[config.mk]
export PLATFORM = sky130hd
export DESIGN_NAME = uart_rx_v2_flat
export DESIGN_NICKNAME = d
export VERILOG_FILES = /design/src/rtl/uart_rx_v2_if.sv /design/src/rtl/uart_rx_v2.sv /design/src/flat_wrapper.sv
export SDC_FILE = /design/constraint.sdc
export NUM_CORES = 1
export LEC_CHECK = 0
export ABC_CLOCK_PERIOD_IN_PS = 6300
export BUFFER_PORTS_ARGS = -buffer_cell sky130_fd_sc_hd__buf_2
export CORE_ASPECT_RATIO = 0.5
export CORE_MARGIN = 3
export CORE_UTILIZATION = 41
export DETAILED_ROUTE_END_ITERATION = 10
export PLACE_DENSITY = 0.68
export SYNTH_ARGS = -nofsm -noshare
export SYNTH_HDL_FRONTEND = slang
export SYNTH_SLANG_ARGS = --single-unit
[constraint.sdc]
create_clock -name clk -period 6.3 [get_ports clk]
set_clock_uncertainty 0.1 [all_clocks]
set_input_delay 1.26 -clock clk [delete_from_list [all_inputs] [get_ports clk]]
set_output_delay 1.26 -clock clk [all_outputs]
set_load 0.005 [all_outputs]
[src/rtl/uart_rx_v2_if.sv]
// Host-side bundle of uart_rx_v2: received word, error flags and the
// valid/ready pop handshake.
//   master : receiver side (drives rx_valid, dout, e_*; samples rd_ready, clear_err)
//   slave  : consumer side (samples word and flags; drives rd_ready, clear_err)
interface uart_rx_v2_if #(
  parameter int unsigned DBIT_MAX = 9
) ();
  logic                rx_valid;
  logic                rd_ready;
  logic                clear_err;
  logic [DBIT_MAX-1:0] dout;
  logic                e_parity;
  logic                e_frame;
  logic                e_break;
  logic                e_overrun;

  modport master (
    output rx_valid, dout, e_parity, e_frame, e_break, e_overrun,
    input  rd_ready, clear_err
  );

  modport slave (
    input  rx_valid, dout, e_parity, e_frame, e_break, e_overrun,
    output rd_ready, clear_err
  );
endinterface

[src/rtl/uart_rx_v2.sv]
// UART receiver: 5..DBIT_MAX data bits, none/even/odd parity, configurable
// oversample and stop-bit tick counts. Rejects false starts, detects breaks,
// and presents each frame in a valid/ready holding register with sticky overrun.
// Optional feature macro: UART_RX_MAJORITY_EN (2-of-3 majority bit sampling).
// Ports:
//   clk, reset       clock, asynchronous active-high reset
//   rx               serial line (asynchronous, idle high)
//   s_tick           oversample strobe, one clk wide
//   dbit, pbit       data-bit count (clamped) and parity mode
//   os_tick, sb_tick ticks per bit / ticks for the stop bit
//   busy             receiver not idle
//   host             uart_rx_v2_if master: word, flags, rd_ready/clear_err
module uart_rx_v2 #(
  parameter int unsigned DBIT_MAX = 9,
  parameter int unsigned CFG_W    = 8
) (
  input  logic             clk,
  input  logic             reset,
  input  logic             rx,
  input  logic             s_tick,
  input  logic [3:0]       dbit,
  input  logic [1:0]       pbit,
  input  logic [CFG_W-1:0] os_tick,
  input  logic [CFG_W-1:0] sb_tick,
  output logic             busy,
  uart_rx_v2_if.master     host
);

  localparam int unsigned DW      = DBIT_MAX;
  localparam logic [3:0]  DBIT_LO = 4'd5;
  localparam logic [3:0]  DBIT_HI = 4'(DBIT_MAX);

  typedef enum logic [2:0] {IDLE, START, DATA, PARITY, STOP, BRK_WAIT} state_t;

  state_t           state_q, state_nxt;
  logic [1:0]       sync_q;
  logic             rx_s;
  logic [CFG_W-1:0] s_q, s_nxt;
  logic [3:0]       n_q, n_nxt;
  logic [DW-1:0]    data_q, data_nxt;
  logic             par_err_q, par_err_nxt;
  logic             par_bit_q, par_bit_nxt;
  logic [3:0]       dbit_q, dbit_nxt;
  logic [1:0]       pbit_q, pbit_nxt;
  logic [CFG_W-1:0] os_q, os_nxt;
  logic [CFG_W-1:0] sb_q, sb_nxt;
  logic             samp_c;
  logic             done_c;
  logic             frame_err_c;
  logic             brk_c;
  logic             pop_c;
  logic [3:0]       dbit_clamp_c;
  logic [CFG_W-1:0] os_last_c;
  logic [CFG_W-1:0] sb_last_c;
  logic [CFG_W-1:0] mid_c;

  // Two-flop synchroniser; idles high so reset never looks like a start bit.
  always_ff @(posedge clk or posedge reset) begin
    if (reset) sync_q <= 2'b11;
    else       sync_q <= {sync_q[0], rx};
  end
  assign rx_s = sync_q[1];

`ifdef UART_RX_MAJORITY_EN
  // Last two tick samples; with the current sample they form the 2-of-3 vote.
  logic [1:0] hist_q;
  always_ff @(posedge clk or posedge reset) begin
    if (reset)                 hist_q <= 2'b00;
    else if (state_q == IDLE)  hist_q <= 2'b00;
    else if (s_tick)           hist_q <= {hist_q[0], rx_s};
  end
  assign samp_c = (hist_q[1] & hist_q[0]) | (hist_q[1] & rx_s) | (hist_q[0] & rx_s);
`else
  assign samp_c = rx_s;
`endif

  assign dbit_clamp_c = (dbit < DBIT_LO) ? DBIT_LO : ((dbit > DBIT_HI) ? DBIT_HI : dbit);
  assign os_last_c    = os_q - CFG_W'(1);
  assign sb_last_c    = sb_q - CFG_W'(1);
  assign mid_c        = os_last_c >> 1;
  assign pop_c        = host.rx_valid & host.rd_ready;

  // Next-state and frame datapath.
  always_comb begin
    state_nxt   = state_q;
    s_nxt       = s_q;
    n_nxt       = n_q;
    data_nxt    = data_q;
    par_err_nxt = par_err_q;
    par_bit_nxt = par_bit_q;
    dbit_nxt    = dbit_q;
    pbit_nxt    = pbit_q;
    os_nxt      = os_q;
    sb_nxt      = sb_q;
    done_c      = 1'b0;
    frame_err_c = 1'b0;
    brk_c       = 1'b0;
    case (state_q)
      IDLE: begin
        if (!rx_s) begin
          state_nxt   = START;
          s_nxt       = '0;
          n_nxt       = '0;
          data_nxt    = '0;
          par_err_nxt = 1'b0;
          par_bit_nxt = 1'b0;
          dbit_nxt    = dbit_clamp_c;
          pbit_nxt    = pbit;
          os_nxt      = os_tick;
          sb_nxt      = sb_tick;
        end
      end
      START: begin
        if (s_tick) begin
          if (s_q == mid_c) begin
            s_nxt = '0;
            n_nxt = '0;
            state_nxt = samp_c ? IDLE : DATA;
          end else begin
            s_nxt = s_q + CFG_W'(1);
          end
        end
      end
      DATA: begin
        if (s_tick) begin
          if (s_q == os_last_c) begin
            s_nxt = '0;
            for (int i = 0; i < int'(DW); i++) begin
              if (n_q == 4'(i)) data_nxt[i] = samp_c;
            end
            if (n_q == dbit_q - 4'd1) begin
              state_nxt = (pbit_q == 2'd1 || pbit_q == 2'd2) ? PARITY : STOP;
            end else begin
              n_nxt = n_q + 4'd1;
            end
          end else begin
            s_nxt = s_q + CFG_W'(1);
          end
        end
      end
      PARITY: begin
        if (s_tick) begin
          if (s_q == os_last_c) begin
            s_nxt       = '0;
            par_bit_nxt = samp_c;
            par_err_nxt = samp_c != ((^data_q) ^ (pbit_q == 2'd2));
            state_nxt   = STOP;
          end else begin
            s_nxt = s_q + CFG_W'(1);
          end
        end
      end
      STOP: begin
        if (s_tick) begin
          if (s_q == sb_last_c) begin
            s_nxt       = '0;
            done_c      = 1'b1;
            frame_err_c = ~samp_c;
            // Break: every bit of the frame, stop included, was low.
            brk_c       = (data_q == '0) && !par_bit_q && !samp_c;
            state_nxt   = brk_c ? BRK_WAIT : IDLE;
          end else begin
            s_nxt = s_q + CFG_W'(1);
          end
        end
      end
      BRK_WAIT: begin
        if (rx_s) state_nxt = IDLE;
      end
      default: state_nxt = IDLE;
    endcase
  end

  // FSM and frame registers.
  always_ff @(posedge clk or posedge reset) begin
    if (reset) begin
      state_q   <= IDLE;
      s_q       <= '0;
      n_q       <= '0;
      data_q    <= '0;
      par_err_q <= 1'b0;
      par_bit_q <= 1'b0;
      dbit_q    <= '0;
      pbit_q    <= '0;
      os_q      <= '0;
      sb_q      <= '0;
      busy      <= 1'b0;
    end else begin
      state_q   <= state_nxt;
      s_q       <= s_nxt;
      n_q       <= n_nxt;
      data_q    <= data_nxt;
      par_err_q <= par_err_nxt;
      par_bit_q <= par_bit_nxt;
      dbit_q    <= dbit_nxt;
      pbit_q    <= pbit_nxt;
      os_q      <= os_nxt;
      sb_q      <= sb_nxt;
      busy      <= (state_nxt != IDLE);
    end
  end

  // Holding register: a completing frame loads only if the slot is empty or
  // being popped this clk; otherwise it is dropped and overrun is flagged.
  always_ff @(posedge clk or posedge reset) begin
    if (reset) begin
      host.rx_valid  <= 1'b0;
      host.dout      <= '0;
      host.e_parity  <= 1'b0;
      host.e_frame   <= 1'b0;
      host.e_break   <= 1'b0;
      host.e_overrun <= 1'b0;
    end else begin
      if (done_c && (!host.rx_valid || pop_c)) begin
        host.rx_valid <= 1'b1;
        host.dout     <= data_q;
        host.e_parity <= par_err_q;
        host.e_frame  <= frame_err_c;
        host.e_break  <= brk_c;
      end else if (pop_c) begin
        host.rx_valid <= 1'b0;
      end
      if (done_c && host.rx_valid && !pop_c) host.e_overrun <= 1'b1;
      else if (host.clear_err)               host.e_overrun <= 1'b0;
    end
  end

endmodule

[src/flat_wrapper.sv]
// flat-port wrapper written by rule: the top's interface ports become plain ports
module uart_rx_v2_flat 
#(
  parameter int unsigned DBIT_MAX = 9,
  parameter int unsigned CFG_W    = 8
)
  (clk, reset, rx, s_tick, dbit, pbit, os_tick, sb_tick, busy, host_rx_valid, host_dout, host_e_parity, host_e_frame, host_e_break, host_e_overrun, host_rd_ready, host_clear_err);
  uart_rx_v2_if #(.DBIT_MAX(DBIT_MAX)) host_i ();
  input  logic clk;
  input  logic reset;
  input  logic rx;
  input  logic s_tick;
  input  logic [3:0] dbit;
  input  logic [1:0] pbit;
  input  logic [CFG_W-1:0] os_tick;
  input  logic [CFG_W-1:0] sb_tick;
  output logic busy;
  output wire logic [$bits(host_i.rx_valid)-1:0] host_rx_valid;
  output wire logic [$bits(host_i.dout)-1:0] host_dout;
  output wire logic [$bits(host_i.e_parity)-1:0] host_e_parity;
  output wire logic [$bits(host_i.e_frame)-1:0] host_e_frame;
  output wire logic [$bits(host_i.e_break)-1:0] host_e_break;
  output wire logic [$bits(host_i.e_overrun)-1:0] host_e_overrun;
  input wire logic [$bits(host_i.rd_ready)-1:0] host_rd_ready;
  input wire logic [$bits(host_i.clear_err)-1:0] host_clear_err;
  assign host_rx_valid = host_i.rx_valid;
  assign host_dout = host_i.dout;
  assign host_e_parity = host_i.e_parity;
  assign host_e_frame = host_i.e_frame;
  assign host_e_break = host_i.e_break;
  assign host_e_overrun = host_i.e_overrun;
  assign host_i.rd_ready = host_rd_ready;
  assign host_i.clear_err = host_clear_err;
  uart_rx_v2 #(.DBIT_MAX(DBIT_MAX), .CFG_W(CFG_W)) u_core (.clk(clk), .reset(reset), .rx(rx), .s_tick(s_tick), .dbit(dbit), .pbit(pbit), .os_tick(os_tick), .sb_tick(sb_tick), .busy(busy), .host(host_i));
endmodule
==> summary.md, run 1 <==
| Metric | Value |
|---|---|
| Most frequent cell after synthesis | `nand2_1` |
| DR DRC count | `0` |
| Clk buf depth | `2` |
| Async SR Flop Fraction | `100%` |
| Synth Flop Type | `dfrtp_1` |
| Global route overflow | `0` |
| Die Y | `76.8 µm` |
| Post-DP HPWL | `6280 µm` |
| Int Power | `780 µW` |
| Switching power | `233 µW` |
| First-iteration detailed-routing DRC count | `357` |
| Max-cap violations | `0` |
| Yosys Warn Count | `0` |
| Clock-pin slew on the worst setup and hold paths | `0.05 ns` |
| Crit path required time | `6.45 ns` |
| CP Depth | `9` |
| Clk sinks | `65` |
| EDFF count, synth | `0` |
| Period minus WS final | `3.09 ns` |
| Critical Path Fanout Max | `6` |
| Status | `complete, no violations` |
| H-tree depth | `3` |
| Synth cell types | `57` |
| Clock power frac | `48.6%` |
| Hold Buf Count CTS | `0` |
| Sequence of cells on the critical path | `inv_1 -> ha_1 -> or3b_4 -> nor4_1 -> o211ai_1 -> a211oi_1 -> nor3b_2 -> and4_1 -> o2bb2ai_1` |
| Final hold vios | `0` |
| Net count after synthesis | `485` |
| CP top delay family | `simple AND/OR/NAND/NOR gates` |
| Fmax | `324 MHz` |
| Crit-path slowest cell | `or3b_4` |
| Critical Path Max Stage Delay | `0.43 ns` |
| CTS Root Cell | `clkbuf_16` |
| Seq/Total Area, Yosys | `39.6%` |
| Die Area | `0.0113 mm²` |
| NumNets Final | `520` |
| Vias in the first global route | `3,068` |
| Maximum vdd drop | `0.000101 V` |
| Top cell type's share of synthesized area | `38.3%` |
| Pre-Repair DR Iteration Count | `4` |
| Core Box Area | `0.00960 mm²` |
| Ranking of synthesized cells by area | `dfrtp_1 (38%), nand2_1 (7.5%), xnor2_1 (5.5%)` |
| Setup bufs post-CTS | `0` |
| Final setup violation count | `0` |
| Post-Synthesis Cells | `444` |
| Synth Register Bits | `65` |
| Final wirelength | `8780 µm` |
| Commonest cells in the netlist | `nand2_1 (82), dfrtp_1 (63), inv_1 (30), xnor2_1 (26), o21ai_0 (19)` |
| PwrDens | `216 mW/mm²` |
| Setup total negative slack | `0 ns` |
| Cell Rows | `25` |
| Crit end category | `register` |
| Syn avg cell area | `9.26 µm²` |
| Num ports | `43` |
| Biggest area consumer among synthesized cells | `dfrtp_1` |
| Leak | `0.00217 µW` |
| Switching share of power | `23.0%` |
| Post-cts sizing count | `0` |
| GRT Overall Usage | `16.8%` |
| Area Overhead vs Synth | `14.2%` |
| Gpl congestion | `0.872` |
| Starting Density | `42.8%` |
| Fillers | `917` |
| CTS Buf Count | `9` |
| Crit path buf inv count | `1` |
| Worst Setup Start Kind | `register` |
| Detail Route Antenna Nets | `0` |
| Min-Delay Path Class | `reg2reg` |
| Port Buf Inserts | `42` |
| Clk_lat worst skew | `0.33 ns` |
| Combinational fraction of design power | `7.4%` |
| Overall Power | `1010 µW` |
| CTS tree | `yes` |
| Pre-CTS setup slack | `3.23 ns` |
| Mapped Area | `0.00411 mm²` |
| Critical path class | `reg2reg` |
| Sequential share of power | `44.0%` |
| Crit share post-route | `49.0%` |
| Vias/cell | `5.20` |
| R2r worst-path depth | `9` |
| Setup ws final | `3.21 ns` |
| First-pass GRT wire length | `15,400 µm` |
| RSZ-0062 raised after global routing | `no` |
| CP arrival | `3.24 ns` |
| DIE WIDTH | `148 µm` |
| Largest net degree at the start of global routing | `66` |
| Antenna violations before repair | `0` |
| Max Transition Viols Final | `0` |
| Vias | `3,220` |
| Worst Hold Depth | `0` |
| Post-DR wirelength/cell | `14.2 µm` |
| Ant diodes | `0` |
| Slew @ Worst Pin | `0.831 ns` |
| Max-slew headroom | `44.6%` |
| Layout cell share with drive strength beyond 1 | `17.4%` |
==> layer usage <==
metal  GRT usage (%)  vias up  share of wire [%]
met5               0        -                  0
met4            5.58        0                1.0
met3            4.43        9                4.4
met2            25.9       73                 46
met1            22.9     1517                 49
li1                -     1621                  -
==> layout make-up <==
cell class                      count  area (µm²)  share of cell area (%)
Multi-Input combinational cell    328        2260                    48.2
Sequential cell                    65        1630                    34.7
Timing Repair Buffer               45         233                    4.96
Clock buffer                       13         250                    5.33
Clock inverter                      3        40.0                   0.853
Inverter                           30         113                    2.40
Tap cell                          135         169                    3.60
==> cell families after synthesis <==
group	synth area share [%]
multiplexers	4.81
flip-flops	39.6
XOR/XNOR	9.01
AO/OA/AOI/OAI	16.0
buffers and inverters	5.51
adder cells (fa/ha/maj)	4.20
AND/OR/NAND/NOR	20.8
==> path summary, 6_finish.rpt <==
kind / start / to / slack (ns)
setup / recovery: u_core.os_q[0] / u_core.data_q[0] / 3.21
hold / removal: u_core.sync_q[0] / u_core.sync_q[1] / 0.25
setup reg to reg: u_core.os_q[0] / u_core.data_q[0] / 3.21
hold reg to reg: u_core.sync_q[0] / u_core.sync_q[1] / 0.25
max in group asynchronous: reset / u_core.s_q[0] / 4.49
min in group asynchronous: reset / u_core.host.dout[8] / 1.08
==> stage by stage <==
step,utilization (%),cell area (µm²),cells,hold slack [ns]
4_1_cts,48.9,4690,619,0.255
6_report,48.9,4690,619,0.254
5_1_grt,48.9,4690,619,0.264
3_3_place_gp,45.9,4400,603,0.247
2_1_floorplan,-,4110,444,0.245
3_5_place_dp,45.9,4400,603,0.247
==> placed cells by master, fill, tap and decap left out, types with 7 or more instances in the layout <==
cell type / n
nand3_1: 10
a21oi_1: 18
ha_1: 13
nand2_1: 82
nand2b_1: 9
mux2_4: 9
o2bb2ai_1: 8
dfrtp_1: 63
o21ai_0: 19
xnor2_1: 26
nor4_1: 7
nor3_1: 10
nor2_1: 17
buf_2: 42
and3_1: 8
a211oi_1: 13
inv_1: 29
clkbuf_16: 9
==> sequential cells by signal, indices dropped and copies added (netlist names) <==
signal / flops
u_core.par_bit_q: 1
u_core.pbit_q: 2
u_core.state_q: 3
u_core.host.rx_valid: 1
u_core.host.dout: 9
u_core.data_q: 9
u_core.host.e_parity: 1
u_core.sb_q: 8
u_core.dbit_q: 4
u_core.par_err_q: 1
u_core.s_q: 8
u_core.n_q: 4
u_core.host.e_break: 1
u_core.host.e_overrun: 1
u_core.sync_q: 2
u_core.os_q: 8
u_core.host.e_frame: 1
u_core.busy: 1
==> power by group through the flow <==
stage	sequential (µW)	clock, µW	combinational [µW]
after CTS	445	502	75.9
after detailed placement	452	0	74.7
after floorplan	439	0	66.5
after global routing	447	527	86.1
final	445	493	74.9
after global placement	452	0	74.2
Note: power is estimated with default switching activity, not from simulation.
==> run 2: changes to the inputs <==
ABC_CLOCK_PERIOD_IN_PS = 2500   (was 6300)
PLACE_DENSITY = 0.7   (was 0.68)
clock period = 2.5 ns   (was 6.3 ns; I/O delays follow)
==> summary.md, run 2 (synthesis results as in run 1) <==
| Metric | Value |
|---|---|
| Max-cap violations | `0 (unchanged)` |
| Core Box Area | `0.00960 mm² (unchanged)` |
| Port Buf Inserts | `42 (unchanged)` |
| First-iteration detailed-routing DRC count | `229 (-36%)` |
| RSZ-0062 raised after global routing | `yes` |
| Setup ws final | `-0.231 ns (-3.44 ns)` |
| H-tree depth | `3 (unchanged)` |
| CTS Root Cell | `clkbuf_16` |
| Maximum vdd drop | `0.000240 V (+140%)` |
| Min-Delay Path Class | `in2async` |
| Final setup violation count | `37 (+37)` |
| Leak | `0.00255 µW (+18%)` |
| Critical path class | `reg2reg` |
| Starting Density | `42.8% (unchanged)` |
| Reg-to-reg endpoint | `u_core.data_q[3]` |
| Vias | `3,589 (+11%)` |
| R2r worst-path depth | `10 (+1)` |
| Critical Path Fanout Max | `4 (-2)` |
| Final core occ | `58.0% (+9.1 points)` |
| Detail Route Antenna Nets | `0 (unchanged)` |
| R2r setup slk | `-0.23 ns (-3.44 ns)` |
| R2r startpoint | `u_core.os_q[0]` |
| Pre-CTS setup slack | `-0.263 ns (-3.50 ns)` |
| Pre-Repair DR Iteration Count | `6 (+2)` |
| Clock-pin slew on the worst setup and hold paths | `0.06 ns (about the same)` |
| CTS tree | `yes` |
| Max-slew headroom | `55.5% (+11 points)` |
| DIE WIDTH | `148 µm (unchanged)` |
| Clk_lat worst skew | `0.33 ns (about the same)` |
| Area Overhead vs Synth | `35.5%` |
| Final wirelength | `10,200 µm (+16%)` |
| Worst Setup Start Kind | `register` |
| Gpl congestion | `0.894 (+2.5%)` |
| Post-DP HPWL | `6860 µm (+9.2%)` |
| CTS Buf Count | `9 (unchanged)` |
| Setup total negative slack | `-5.68 ns (-5.68 ns)` |
| Fmax | `366 MHz (+13%)` |
| Commonest non-fill, non-tap cells in the layout | `nand2_1 (81), dfrtp_1 (62), buf_2 (42), buf_4 (41), inv_1 (26)` |
| Fin area | `0.00557 mm² (+19%)` |
| Die Area | `0.0113 mm² (unchanged)` |
| Clk sinks | `65 (unchanged)` |
| Clk buf depth | `2 (unchanged)` |
| Period minus WS final | `2.73 ns (-0.357 ns)` |
| Crit end category | `register` |
| Violated checks | `negative setup slack` |
| Slew @ Worst Pin | `0.662 ns (-0.169 ns)` |
| Vias in the first global route | `3,502 (+14%)` |
| Commonest non-fill, non-tap cell in the layout | `nand2_1` |
| Fillers | `830 (-9.5%)` |
| Crit share post-route | `109% (+60 points)` |
| CP arrival | `2.85 ns (-0.39 ns)` |
| First-pass GRT wire length | `16,900 µm (+10%)` |
| Num ports | `43 (unchanged)` |
| Crit path required time | `2.62 ns (-3.83 ns)` |
| Largest net degree at the start of global routing | `31 (-53%)` |
| Cell Rows | `25 (unchanged)` |
| Layout cell share with drive strength beyond 1 | `36.4% (+19 points)` |
| DR DRC count | `0 (unchanged)` |
| Vias/cell | `5.36 (+3.0%)` |
| NumNets Final | `571 (+9.8%)` |
| Global route overflow | `0 (unchanged)` |
| Max Transition Viols Final | `0 (unchanged)` |
| GRT Overall Usage | `18.3% (+1.6 points)` |
| Die Y | `76.8 µm (unchanged)` |
| Antenna violations before repair | `0 (unchanged)` |
| Top flop regs | `u_core.data_q x9, u_core.host.dout x9` |
| Final hold vios | `0 (unchanged)` |
| Ant diodes | `0 (unchanged)` |
| Placed inst area | `0.00475 mm² (+7.9%)` |
| PwrDens | `490 mW/mm² (+130%)` |
| Post-DR wirelength/cell | `15.3 µm (+7.6%)` |
| Status | `complete, but fails checks` |
-- run 2: cell count changes in the layout (fill, tap and decap cells not counted), sizes merged --
| cell | previous run | this run |
|---|---|---|
| buf | 45 | 94 |
| clkbuf | 13 | 10 |
| clkinvlp | 0 | 3 |
| a31oi | 4 | 5 |
| bufinv | 1 | 2 |
| clkinv | 2 | 1 |
| or4b | 1 | 2 |
-- run 2: timing repair --
| action | CTS | global route |
|---|---|---|
| cloned | 2 | 0 |
| resized for setup | 41 | 35 |
| setup endpoints to repair | 38 | 40 |
| pin swaps | 20 | 21 |
| hold buffers | 0 | 0 |
| setup buffers | 5 | 6 |
-- run 2: routing by layer --
| metal | track usage (%) | up-vias | share of wire (%) |
|---|---|---|---|
| met3 | 4.60 | 18 | 5.3 |
| met2 | 29.6 | 100 | 48 |
| li1 | - | 1735 | - |
| met1 | 24.6 | 1736 | 45 |
| met4 | 5.11 | 0 | 1.4 |
| met5 | 0 | - | 0 |
-- run 2: cell type report --
| type | instances | area [µm²] | share of cell area, % |
|---|---|---|---|
| clock buffer | 10 | 239 | 4.29 |
| timing repair buffer | 94 | 668 | 12.0 |
| tap | 135 | 169 | 3.03 |
| sequential | 65 | 1630 | 29.3 |
| clock inverter | 6 | 91.3 | 1.64 |
| multi-input combinational | 330 | 2660 | 47.8 |
| inverter | 30 | 113 | 2.02 |
-- run 2: worst max-delay path by stage --
stage / startpoint / to / slack [ns] / cells after the start
global route: u_core.os_q[0] / u_core.s_q[7] / -0.32 / 11
floorplan: u_core.sb_q[0] / u_core.host.dout[0] / -0.12 / 10
CTS: u_core.sb_q[0] / u_core.host.e_parity / -0.16 / 9
finish: u_core.os_q[0] / u_core.data_q[3] / -0.23 / 10
global placement: u_core.os_q[0] / u_core.data_q[0] / -0.20 / 8
detailed placement: u_core.os_q[0] / u_core.data_q[6] / -0.26 / 10
-- run 2: where the power goes --
group          switching (µW)  internal (µW)  total [µW]
Sequential               17.6           1070        1090
Clock                     469            900        1370
Combinational             141            130         271
-- run 2: metrics by stage --
| stage | total power, µW | instances | hold slack, ns |
|---|---|---|---|
| final | 2730 | 670 | 0.117 |
| after global routing | 2850 | 670 | 0.151 |
| after CTS | 2750 | 664 | 0.129 |
| after detailed placement | 1360 | 641 | 0.251 |
| after global placement | 1350 | 641 | 0.247 |
| after floorplan | 1280 | 444 | 0.245 |
-- run 2: critical path: stages, from the launching register on --
cell,delay [ns]
dfrtp_1,0.42
inv_2,0.09
ha_4,0.12
or3b_4,0.41
or3_4,0.38
a2111oi_4,0.38
buf_6,0.19
buf_12,0.10
a31oi_4,0.12
a211oi_2,0.22
o2bb2ai_2,0.07
==> run 3: changes to the inputs <==
--- a/config.mk
+++ b/config.mk
@@ -10,3 +10,2 @@
 export CORE_ASPECT_RATIO = 0.5
-export CORE_MARGIN = 3
 export CORE_UTILIZATION = 41
==> constraint.sdc (replaced) <==
create_clock -name clk -period 2.5 [get_ports clk]
set_clock_uncertainty 0.1 [all_clocks]
set_input_delay 0.125 -clock clk [delete_from_list [all_inputs] [get_ports clk]]
set_output_delay 0.125 -clock clk [all_outputs]
set_load 0.005 [all_outputs]
==> summary.md, run 3 (synthesis results as in run 1) <==
| Metric | Value |
|---|---|
| Setup ws final | `-0.134 ns (+0.0970 ns)` |
| Final Instance Count excl. Fillers | `698 (+4.2%)` |
| Vias/cell | `5.32 (-0.70%)` |
| Worst Hold Depth | `3` |
| CP arrival | `2.76 ns (-0.09 ns)` |
| Starting Density | `42.8% (unchanged)` |
| PwrDens | `480 mW/mm² (-2.2%)` |
| Commonest non-fill, non-tap cells in the layout | `nand2_1 (80), dfrtp_1 (63), buf_4 (46), buf_2 (42)` |
| Antenna violations before repair | `0 (unchanged)` |
| CTS tree | `yes` |
| Num ports | `43 (unchanged)` |
| Cell Rows | `25 (unchanged)` |
| Post-DR wirelength/cell | `15.2 µm (-0.57%)` |
| Period minus WS final | `2.63 ns (-0.0970 ns)` |
| GRT Overall Usage | `21.2% (+2.9 points)` |
| First-iteration detailed-routing DRC count | `283 (+24%)` |
| Worst Setup Start Kind | `register` |
| Post-Place Cells | `645 (+0.62%)` |
| Final hold vios | `0 (unchanged)` |
| Clk sinks | `65 (unchanged)` |
| Status | `complete, but fails checks` |
| Critical Path Fanout Max | `5 (+1)` |
| Sequence of cells on the critical path | `or4_4 -> nor2_2 -> xnor3_2 -> a2111oi_4 -> buf_6 -> a31oi_4 -> a211oi_2 -> o2bb2ai_2` |
| Fmax | `380 MHz (+3.7%)` |
| Crit share post-route | `105% (-3.9 points)` |
| Die Area | `0.0105 mm² (-7.8%)` |
| CTS Root Cell | `clkbuf_16` |
| Violated checks | `negative setup slack` |
| Layout cell share with drive strength beyond 1 | `35.5% (-0.92 points)` |
| Commonest non-fill, non-tap cell in the layout | `nand2_1` |
| Area Overhead vs Synth | `41.0%` |
| Top flop regs | `u_core.data_q x9, u_core.host.dout x9` |
| Crit-path slowest cell | `or4_4` |
| Leak | `0.00267 µW (+4.6%)` |
| Overall Power | `2780 µW (+1.8%)` |
| NumNets Final | `599 (+4.9%)` |
| DIE WIDTH | `144 µm (-2.7%)` |
| Min-Delay Path Class | `in2reg` |
| Port Buf Inserts | `42 (unchanged)` |
| Slew @ Worst Pin | `0.592 ns (-0.0702 ns)` |
| Ant diodes | `0 (unchanged)` |
| CTS Buf Count | `9 (unchanged)` |
| Max-slew headroom | `60.2% (+4.7 points)` |
| Clk_lat worst skew | `0.34 ns (about the same)` |
| Die Y | `72.8 µm (-5.2%)` |
| DR DRC count | `0 (unchanged)` |
| Global route overflow | `0 (unchanged)` |
| Crit path required time | `2.62 ns (about the same)` |
| Clock-pin slew on the worst setup and hold paths | `0.06 ns (about the same)` |
| Maximum vdd drop | `0.000231 V (-3.7%)` |
| First-pass GRT wire length | `17,100 µm (+0.86%)` |
| Max Transition Viols Final | `0 (unchanged)` |
| Final wirelength | `10,600 µm (+3.6%)` |
| Gpl congestion | `0.892 (-0.15%)` |
| RSZ-0062 raised after global routing | `yes` |
| Core Box Area | `0.00960 mm² (unchanged)` |
| Pre-Repair DR Iteration Count | `4 (-2)` |
| Critical Path Max Stage Delay | `0.56 ns (+0.14 ns)` |
| Crit end category | `register` |
| Critical path class | `reg2reg` |
| H-tree depth | `3 (unchanged)` |
| Min Hold Slack | `0.0493 ns (-0.0674 ns)` |
| Post-DP HPWL | `6700 µm (-2.3%)` |
| Largest net degree at the start of global routing | `37 (+19%)` |
| R2r worst-path depth | `8 (-2)` |
| Detail Route Antenna Nets | `0 (unchanged)` |
| Final core occ | `60.4% (+2.4 points)` |
| Clk buf depth | `2 (unchanged)` |
| Final setup violation count | `31 (-16%)` |
| Vias in the first global route | `3,512 (+0.29%)` |
| Max-cap violations | `0 (unchanged)` |
| Vias | `3,713 (+3.5%)` |
==> run 3: per-layer routing <==
layer / GRT usage, % / up-vias / share of wire [%] / routed length, µm
li1: - / 1792 / - / -
met1: 27.2 / 1820 / 45 / 4810
met2: 36.1 / 83 / 50 / 5250
met3: 4.59 / 18 / 3.2 / 343
met4: 6.97 / 0 / 1.7 / 184
met5: 0 / - / 0 / 0
==> run 3: stage by stage <==
step | area [µm²] | setup WS, ns | setup TNS, ns
floorplan | 4170 | -0.124 | -2.65
global placement | 4770 | -0.166 | -3.68
detailed placement | 4770 | -0.211 | -4.90
CTS | 5580 | -0.152 | -2.93
global route | 5800 | -0.256 | -6.05
finish | 5800 | -0.134 | -3.10
==> run 3: worst paths after layout <==
kind                                   from                    to  slack (ns)
max                          u_core.os_q[1]      u_core.data_q[2]       -0.13
min                           host_rd_ready  u_core.host.rx_valid        0.05
max reg2reg                  u_core.os_q[1]      u_core.data_q[2]       -0.13
min reg2reg                u_core.sync_q[0]      u_core.sync_q[1]        0.26
max in group asynchronous             reset        u_core.os_q[5]        1.63
min in group asynchronous             reset      u_core.par_bit_q        0.31
==> run 3: critical path, delay by kind of cell, from the launching register on <==
family                    cells  cell delay, ns
DFF                           1            0.40
AOI/OAI and AO/OA             4            0.85
and+or+nand+nor               2            0.66
xor gates and xnor gates      1            0.31
buffers and inverters         1            0.20
==> run 3: timing repair <==
action / CTS / global route
gates cloned: 2 / 0
endpoints found under the hold margin: 87 / 0
hold buffers: 25 / 0
endpoints found under the setup margin: 38 / 39
gates resized for setup: 39 / 35
setup buffers: 5 / 5
pin swaps: 26 / 20
==> run 3: where the power goes <==
part | switching, µW | internal (µW)
Clock | 469 | 923
Sequential | 18.5 | 1070
Combinational | 146 | 150
==> run 3: layout make-up <==
| type | count | area, µm² |
|---|---|---|
| clock buffer | 11 | 253 |
| clock inverter | 5 | 77.6 |
| fill | 757 | 3810 |
| inverter | 30 | 113 |
| multi-input combinational | 330 | 2640 |
| sequential | 65 | 1630 |
| tap | 135 | 169 |
| timing repair buffer | 122 | 916 |
